$ cat src/rtl/period_meter.sv
//==============================================================================
// Module   : period_meter
// Purpose  : Measures the half-period of a slow square wave against CLK_50M.
//            Counts CLK_50M cycles between consecutive sig_in edges (either
//            polarity) and reports that count minus one. This is the value a
//            toggle-output divider needs on its count_to input to produce the
//            observed waveform.
// Ports    : CLK_50M   in   1  system clock (50 MHz)
//            reset     in   1  synchronous, active-high reset
//            enable    in   1  measurement enable, low forces IDLE
//            sig_in    in   1  asynchronous square wave to measure
//            count_out out 32  last measured half-period minus 1
//            valid     out  1  one-cycle pulse when count_out updates
//            locked    out  1  high while the last two measurements match
//            timeout   out  1  sticky: no edge within TIMEOUT cycles
// Revision : 1.0  initial release
//==============================================================================
`timescale 1ns/1ps
`default_nettype none

module period_meter #(
    parameter int          SYNC_STAGES = 2,
    parameter logic [31:0] TIMEOUT     = 32'd50_000_000
) (
    input  logic        CLK_50M,
    input  logic        reset,
    input  logic        enable,
    input  logic        sig_in,
    output logic [31:0] count_out,
    output logic        valid,
    output logic        locked,
    output logic        timeout
);

    // A single flop cannot resolve metastability, so depth is clamped at 2.
    localparam int SYNC_N = (SYNC_STAGES < 2) ? 2 : SYNC_STAGES;

    // Last count value reachable before a timeout is declared; the counter
    // never goes past it, so it cannot wrap.
    localparam logic [31:0] CNT_LAST = TIMEOUT - 32'd1;

    typedef enum logic [1:0] {
        ST_IDLE    = 2'd0,
        ST_ARM     = 2'd1,
        ST_MEASURE = 2'd2
    } state_t;

    state_t        state_q, state_d;
    logic [SYNC_N-1:0] sync_q, sync_d;
    logic          sig_d_q, sig_d_d;
    logic [31:0]   cnt_q, cnt_d;
    logic [31:0]   prev_meas_q, prev_meas_d;
    logic          have_meas_q, have_meas_d;
    logic [31:0]   count_out_q, count_out_d;
    logic          valid_q, valid_d;
    logic          locked_q, locked_d;
    logic          timeout_q, timeout_d;

    logic          sig_s;
    logic          sig_edge;
    logic          at_limit;

    //--------------------------------------------------------------------------
    // Input conditioning: runs in every state so that sig_d always tracks
    // sig_s and no stale level produces a false edge on re-enable.
    //--------------------------------------------------------------------------
    always_comb begin
        sync_d   = {sync_q[SYNC_N-2:0], sig_in};
        sig_s    = sync_q[SYNC_N-1];
        sig_d_d  = sig_s;
        sig_edge = sig_s ^ sig_d_q;
        at_limit = (cnt_q == CNT_LAST);
    end

    //--------------------------------------------------------------------------
    // Next-state and datapath
    //--------------------------------------------------------------------------
    always_comb begin
        state_d     = state_q;
        cnt_d       = cnt_q;
        prev_meas_d = prev_meas_q;
        have_meas_d = have_meas_q;
        count_out_d = count_out_q;
        valid_d     = 1'b0;
        locked_d    = locked_q;
        timeout_d   = timeout_q;

        if (!enable) begin
            // Any in-flight interval is dropped; count_out keeps its value.
            state_d     = ST_IDLE;
            cnt_d       = 32'd0;
            have_meas_d = 1'b0;
            locked_d    = 1'b0;
            timeout_d   = 1'b0;
        end else begin
            case (state_q)
                ST_IDLE: begin
                    cnt_d       = 32'd0;
                    have_meas_d = 1'b0;
                    locked_d    = 1'b0;
                    timeout_d   = 1'b0;
                    state_d     = ST_ARM;
                end

                ST_ARM: begin
                    // First edge only starts the interval; nothing is reported.
                    if (sig_edge) begin
                        cnt_d   = 32'd0;
                        state_d = ST_MEASURE;
                    end else if (at_limit) begin
                        timeout_d   = 1'b1;
                        locked_d    = 1'b0;
                        count_out_d = 32'd0;
                        cnt_d       = 32'd0;
                    end else begin
                        cnt_d = cnt_q + 32'd1;
                    end
                end

                ST_MEASURE: begin
                    // An edge on the threshold cycle still counts as a
                    // measurement, hence the edge test comes first.
                    if (sig_edge) begin
                        count_out_d = cnt_q;
                        valid_d     = 1'b1;
                        prev_meas_d = cnt_q;
                        locked_d    = have_meas_q && (cnt_q == prev_meas_q);
                        have_meas_d = 1'b1;
                        timeout_d   = 1'b0;
                        cnt_d       = 32'd0;
                    end else if (at_limit) begin
                        timeout_d   = 1'b1;
                        locked_d    = 1'b0;
                        count_out_d = 32'd0;
                        have_meas_d = 1'b0;
                        cnt_d       = 32'd0;
                        state_d     = ST_ARM;
                    end else begin
                        cnt_d = cnt_q + 32'd1;
                    end
                end

                default: begin
                    state_d = ST_IDLE;
                    cnt_d   = 32'd0;
                end
            endcase
        end
    end

    //--------------------------------------------------------------------------
    // State registers
    //--------------------------------------------------------------------------
    always_ff @(posedge CLK_50M) begin
        if (reset) begin
            state_q     <= ST_IDLE;
            sync_q      <= '0;
            sig_d_q     <= 1'b0;
            cnt_q       <= 32'd0;
            prev_meas_q <= 32'd0;
            have_meas_q <= 1'b0;
            count_out_q <= 32'd0;
            valid_q     <= 1'b0;
            locked_q    <= 1'b0;
            timeout_q   <= 1'b0;
        end else begin
            state_q     <= state_d;
            sync_q      <= sync_d;
            sig_d_q     <= sig_d_d;
            cnt_q       <= cnt_d;
            prev_meas_q <= prev_meas_d;
            have_meas_q <= have_meas_d;
            count_out_q <= count_out_d;
            valid_q     <= valid_d;
            locked_q    <= locked_d;
            timeout_q   <= timeout_d;
        end
    end

    assign count_out = count_out_q;
    assign valid     = valid_q;
    assign locked    = locked_q;
    assign timeout   = timeout_q;

endmodule

`default_nettype wire
$ cat config.mk
export PLATFORM = sky130hd
export DESIGN_NAME = period_meter
export DESIGN_NICKNAME = d
export VERILOG_FILES = /design/src/rtl/period_meter.sv
export SDC_FILE = /design/constraint.sdc
export NUM_CORES = 1
export LEC_CHECK = 0
export ABC_AREA = 1
export BUFFER_PORTS_ARGS = -buffer_cell sky130_fd_sc_hd__buf_2
export CAP_MARGIN = 40
export CORE_ASPECT_RATIO = 0.8
export CORE_UTILIZATION = 33
export CTS_CLUSTER_DIAMETER = 60
export CTS_CLUSTER_SIZE = 24
export DETAILED_ROUTE_END_ITERATION = 8
export GPL_TIMING_DRIVEN = 0
export MAX_ROUTING_LAYER = met4
export SETUP_SLACK_MARGIN = 0.4
export SLEW_MARGIN = 20
export SYNTH_ARGS = -nofsm -noshare
export SYNTH_HDL_FRONTEND = slang
export SYNTH_SLANG_ARGS = --single-unit
$ cat constraint.sdc
create_clock -name CLK_50M -period 4.1 [get_ports CLK_50M]
set_input_delay 0.205 -clock CLK_50M [delete_from_list [all_inputs] [get_ports CLK_50M]]
set_output_delay 0.205 -clock CLK_50M [all_outputs]
set_load 0.05 [all_outputs]
* Word level (Yosys, flattened, before mapping) *
Index checks and enable logic that the tools add are counted.

storage, ports and cells
  flip-flop bits (word level) = 105
  latch bits = 0
  RAM bits = 0
  bits in read-only memories = 0
  bits of input ports = 4
  output and inout port bits = 35
  word-level logic and storage cells = 58
  memories kept = 0

operators by class
  $add $sub $neg = 1
  $mul = 0
  div/mod/pow operators = 0
  order comparisons = 0
  equal/unequal tests = 9
  shift-type cells = 0
  muxes and demuxes = 20
  bitwise gates (word level) = 4
  reduce and logical (&&, ||, !) cells = 14

operators with widths
  kind                   count
  $mux 32                3
  $pmux 32 s2            1
  $add 32x1->32 const B  1
  $eq 32x26->1 const B   1
  $eq 32x32->1           1
  $mux 1                 9
  $reduce_and 3->1       3
  $ne 2x2->1 const B     4
  $mux 2                 3
  $pmux 1 s3             2
  $pmux 2 s3             1
  $reduce_or 5->1        1
  $reduce_and 2->1       2
  $reduce_bool 2->1      2
  $reduce_or 2->1        2
  $ne 3x3->1 const B     1
  $not 1->1              3
  $reduce_bool 3->1      1
  $reduce_or 3->1        1
  $eq 2x1->1 const B     1
  $eq 2x2->1 const B     1
  $logic_not 2->1        1
  $pmux 1 s2             1
  $logic_and 1x1->1      1
  $xor 1x1->1            1

* Depth between registers and ports, before layout *
  depth after elaboration = 4
  depth in mapped cells = 11
  mapped depth without buffers = 11

* Worst setup path after synthesis *
No wires, ideal clock.

  path kind = register -> register
  start point = register cnt_q[0]
  end point = register count_out_q[24], in the netlist count_out[24]
  arrival = 1.456 ns
  setup slack = 2.512 ns
  stages on the path, launching flop included = 10
  path buffers = 1
  period minus slack after synthesis = 1.588 ns
  cell sequence = dfxtp_1 > ha_1 > nand3_2 > clkinv_2 > nand2_2 > nor2_2 > nand3b_4 > buf_6 > nand3_1 > a21oi_1

between the ends
  cells in the longest elaborated chain, start to end = 4
  elaborated cells on any way between the ends = 5
  classes of those cells = eq/ne: 1; mux: 4

ends and longest elaborated chain
  what                               line  source
  start, declared                    51    logic [31:0] cnt_q, cnt_d;
  start signal, assigned             170   cnt_q <= cnt_d;
  $eq 32x26->1 (*)                   72    at_limit = (cnt_q == CNT_LAST);
  $mux 32 (*)                        n/a
  $mux 32, on equally long branches  n/a
  $pmux 32 s2 (*)                    n/a
  end signal, assigned               173   count_out_q <= count_out_d;
  end, declared                      54    logic [31:0] count_out_q, count_out_d;

Mark *: on every way between the ends. The rest lies on a longest branch, timed or not. The select of a mux whose other input is x is not followed.
A chain may end at the register's enable or synchronous reset.

* Final worst setup path *
  start point = register cnt_q[0]
  end point = register cnt_q[3]

between the ends
  cells in the longest elaborated chain, start to end = 2
  elaborated cells on any way between the ends = 3
  classes of those cells = add/sub: 1; eq/ne: 1; reduce/logical: 1

ends and longest elaborated chain
  what
  parallel branches: the longest is 2 deep, another holds $add 32x1->32

Parallel ways; which one is timed is not known.

==> summary.txt <==
Hold path
  – Type of the tightest min-delay check: input pin to flop
  – Instance count along the most critical hold path: 3

STA
  – Number of max-slew violations in the final report: 0
  – Total of endpoints with negative setup slack in the final report: 0
  – Pin slew with the least headroom to its limit: 669.5 ps
  – Final Worst Setup Slack: 1921 ps
  – Achievable Freq: 0.4590 GHz
  – Final worst path period need: 2179 ps
  – Final worst clock skew: 8.171 ps
  – RSZ-0062 raised after global routing: no
  – Final hold viol count: 0
  – Final period util: 53.14%
  – Setup total negative slack: 0 ps
  – Max_slew headroom: 55.37%

Synth
  – Post-synthesis cell count: 742
  – Primary flip-flop cell chosen by synthesis mapping: sky130_fd_sc_hd__dfxtp_1
  – Number of flops mapped to enable cells by yosys: 0
  – Total nets after synthesis: 751
  – Netlist Area Pre-Place: 5165 µm²
  – Synthesis warning total: 0
  – Proportion of synthesized chip area in sequential cells: 40.70%
  – Yosys reg bits: 105
  – Unique masters post-synth: 38
  – Post-synth ARST share: 0%
  – Per-instance average area after synthesis: 6.961 µm²

Routing
  – Final WL: 15530 µm
  – Number of iterations in the first detailed-routing pass: 5
  – Number of nets with antenna violations after detailed routing: 0
  – Via Count: 4939
  – Number of violations reported at the end of detailed-routing iteration 0: 419
  – Post-detailed-route DRC marker count: 0
  – Wire length per cell: 15.47 µm
  – Vias per std cell: 4.919

Clocking
  – Number of cells upsized or downsized after cts: 0
  – Total clock sinks: 105
  – H-tree depth: 3
  – Clock latency on the worst-skew pair: 360 ps
  – Post CTS Setup Buffer Count: 0
  – Number of buffers inserted for hold repair after clock tree synthesis: 0
  – Clock-pin slew of the registers on the worst-case setup and hold paths: 80 ps
  – CTS tree: built
  – TritonCTS buffer count: 9
  – Number of buffers on the longest clock path: 2
  – CTS Root Cell: sky130_fd_sc_hd__clkbuf_16

Final layout
  – Most frequent cells in the layout: sky130_fd_sc_hd__nand2_1, sky130_fd_sc_hd__dfxtp_1, sky130_fd_sc_hd__a21oi_1
  – Post-layout net count: 798
  – Growth of design area from synthesis to finish: 14.22%
  – Commonest non-fill, non-tap cell in the layout: sky130_fd_sc_hd__nand2_1
  – Fraction of layout cells with a size suffix above 1: 14.11%
  – Area of all placed cells without fillers: 5899 µm²
  – Antenna Cells: 0

Placed design
  – Detailed Place HPWL: 11900 µm
  – Cell area after placement: 5608 µm²
  – Final Wtd Congestion: 0.9249
  – Pre-CTS setup slack: 1996 ps
  – Buffers added on ports: 36

Power
  – Worst IR Drop VDD: 0.0001917 V
  – Final Total Pwr: 0.001934 W
  – Total power density per cell area: 327.8 nW/µm²
  – Leakage power figure: 2.111 nW

Critical path
  – Crit end category: flop
  – Worst Path Class, Setup: flop to flop
  – Maximum fanout along the worst path: 10
  – Arrival time at the worst endpoint: 2410 ps
  – Reg2reg path depth: 9
  – Data required time at the worst endpoint: 4330 ps
  – Setup crit start kind: flop

Die
  – Area of the die: 16160 µm²
  – Die Width: 141.9 µm
  – Core outline area: 15160 µm²
  – Starting utilization of the core area: 34.06%
  – Count of boundary I/O pins: 39
  – Floorplan die height: 113.9 µm
  – Std-Cell Rows: 40

GRT
  – GR Overflow Total: 0
  – First-pass GRT wire length: 24700 µm
  – Initial antenna violation count: 0
  – Global-route total usage across every layer: 20.87%
  – Via count of the first global-routing pass: 4453
  – Maximum number of pins on one net before global-route repair: 20

Status
  – Result of the run: completed

Flow run
  – Max-cap check violation count: 0
## per-layer routing
layer / global-route usage [%] / part of all wire [%]
met2: 28.41 / 40
met3: 4.366 / 7.1
met5: - / 0
met4: 5.735 / 1.6
met1: 30.60 / 51
## synth_stat cells (10+ instances only)
master	n	area (µm²)
sky130_fd_sc_hd__nand2_1	204	765.7
sky130_fd_sc_hd__dfxtp_1	105	2102
sky130_fd_sc_hd__a21oi_1	74	370.4
sky130_fd_sc_hd__nand3_1	70	350.3
sky130_fd_sc_hd__inv_1	68	255.2
sky130_fd_sc_hd__nor2_1	68	255.2
sky130_fd_sc_hd__buf_2	18	90.09
sky130_fd_sc_hd__nand4_1	14	87.58
sky130_fd_sc_hd__clkbuf_1	13	48.80
sky130_fd_sc_hd__xnor2_1	12	105.1
sky130_fd_sc_hd__inv_2	11	41.29
sky130_fd_sc_hd__a211oi_1	10	75.07
sky130_fd_sc_hd__nor3_1	10	50.05
sky130_fd_sc_hd__o22ai_1	10	62.56
## report_power, final
group          internal [W]  total [W]  leakage, nW  switching (W)
Sequential          0.00102    0.00102        0.846     0.00000186
Clock              0.000429   0.000867        0.136       0.000437
Combinational    0.00000993  0.0000444         1.13      0.0000345
## cells by family (layout without fill, tap and decap cells)
family	Yosys count	in the layout	share of synthesized area (%)
XOR/XNOR	20	20	3.392
adder cells (fa/ha/maj)	5	5	1.211
flip-flops	105	105	40.70
AND/OR/NAND/NOR	395	395	34.64
AO/OA/AOI/OAI	100	100	10.61
buffers and inverters	117	169	9.448
## stage by stage
stage	hold slack, ps	std cells	utilization (%)
2_1_floorplan	312.0	742	-
3_3_place_gp	412.0	988	36.98
3_5_place_dp	408.3	988	36.98
4_1_cts	61.32	1004	38.90
5_1_grt	66.50	1004	38.90
6_report	67.45	1004	38.90
## critical path, stage by stage (launching register included)
cell and delay (ps):
sky130_fd_sc_hd__dfxtp_1 510, sky130_fd_sc_hd__ha_1 280, sky130_fd_sc_hd__nand3_2 130, sky130_fd_sc_hd__clkinv_2 130
sky130_fd_sc_hd__nand2_1 60, sky130_fd_sc_hd__nor2_1 120, sky130_fd_sc_hd__nand2_1 190, sky130_fd_sc_hd__nand4_2 200
sky130_fd_sc_hd__buf_2 340, sky130_fd_sc_hd__a21oi_1 80
## area by class of cell
type | count | area (µm²)
Buffer | 36 | 181.4
Clock buffer | 10 | 229.0
Clock inverter | 6 | 62.56
Fill cell | 1641 | 9265
Inverter | 81 | 306.5
Multi-Input combinational cell | 520 | 2575
Sequential cell | 105 | 2102
Tap cell | 210 | 262.8
Timing Repair Buffer | 36 | 180.2
## flip-flops by register name, summed over array words and instances, names as in the netlist
register and count:
cnt_q 32, count_out 32, have_meas_q 1, locked 1, prev_meas_q 32, sig_d_q 1
state_q 2, sync_q 2, timeout 1, valid 1
## worst paths after layout
check | to | start | slack, ps
setup / recovery | cnt_q[3]$_SDFF_PP0_ | cnt_q[0]$_SDFF_PP0_ | 1920
hold / removal | sync_q[0]$_SDFF_PP0_ | sig_in | 70
setup reg to reg | cnt_q[3]$_SDFF_PP0_ | cnt_q[0]$_SDFF_PP0_ | 1920
hold reg to reg | sync_q[1]$_SDFF_PP0_ | sync_q[0]$_SDFF_PP0_ | 420
(Power assumes the default switching activity.)
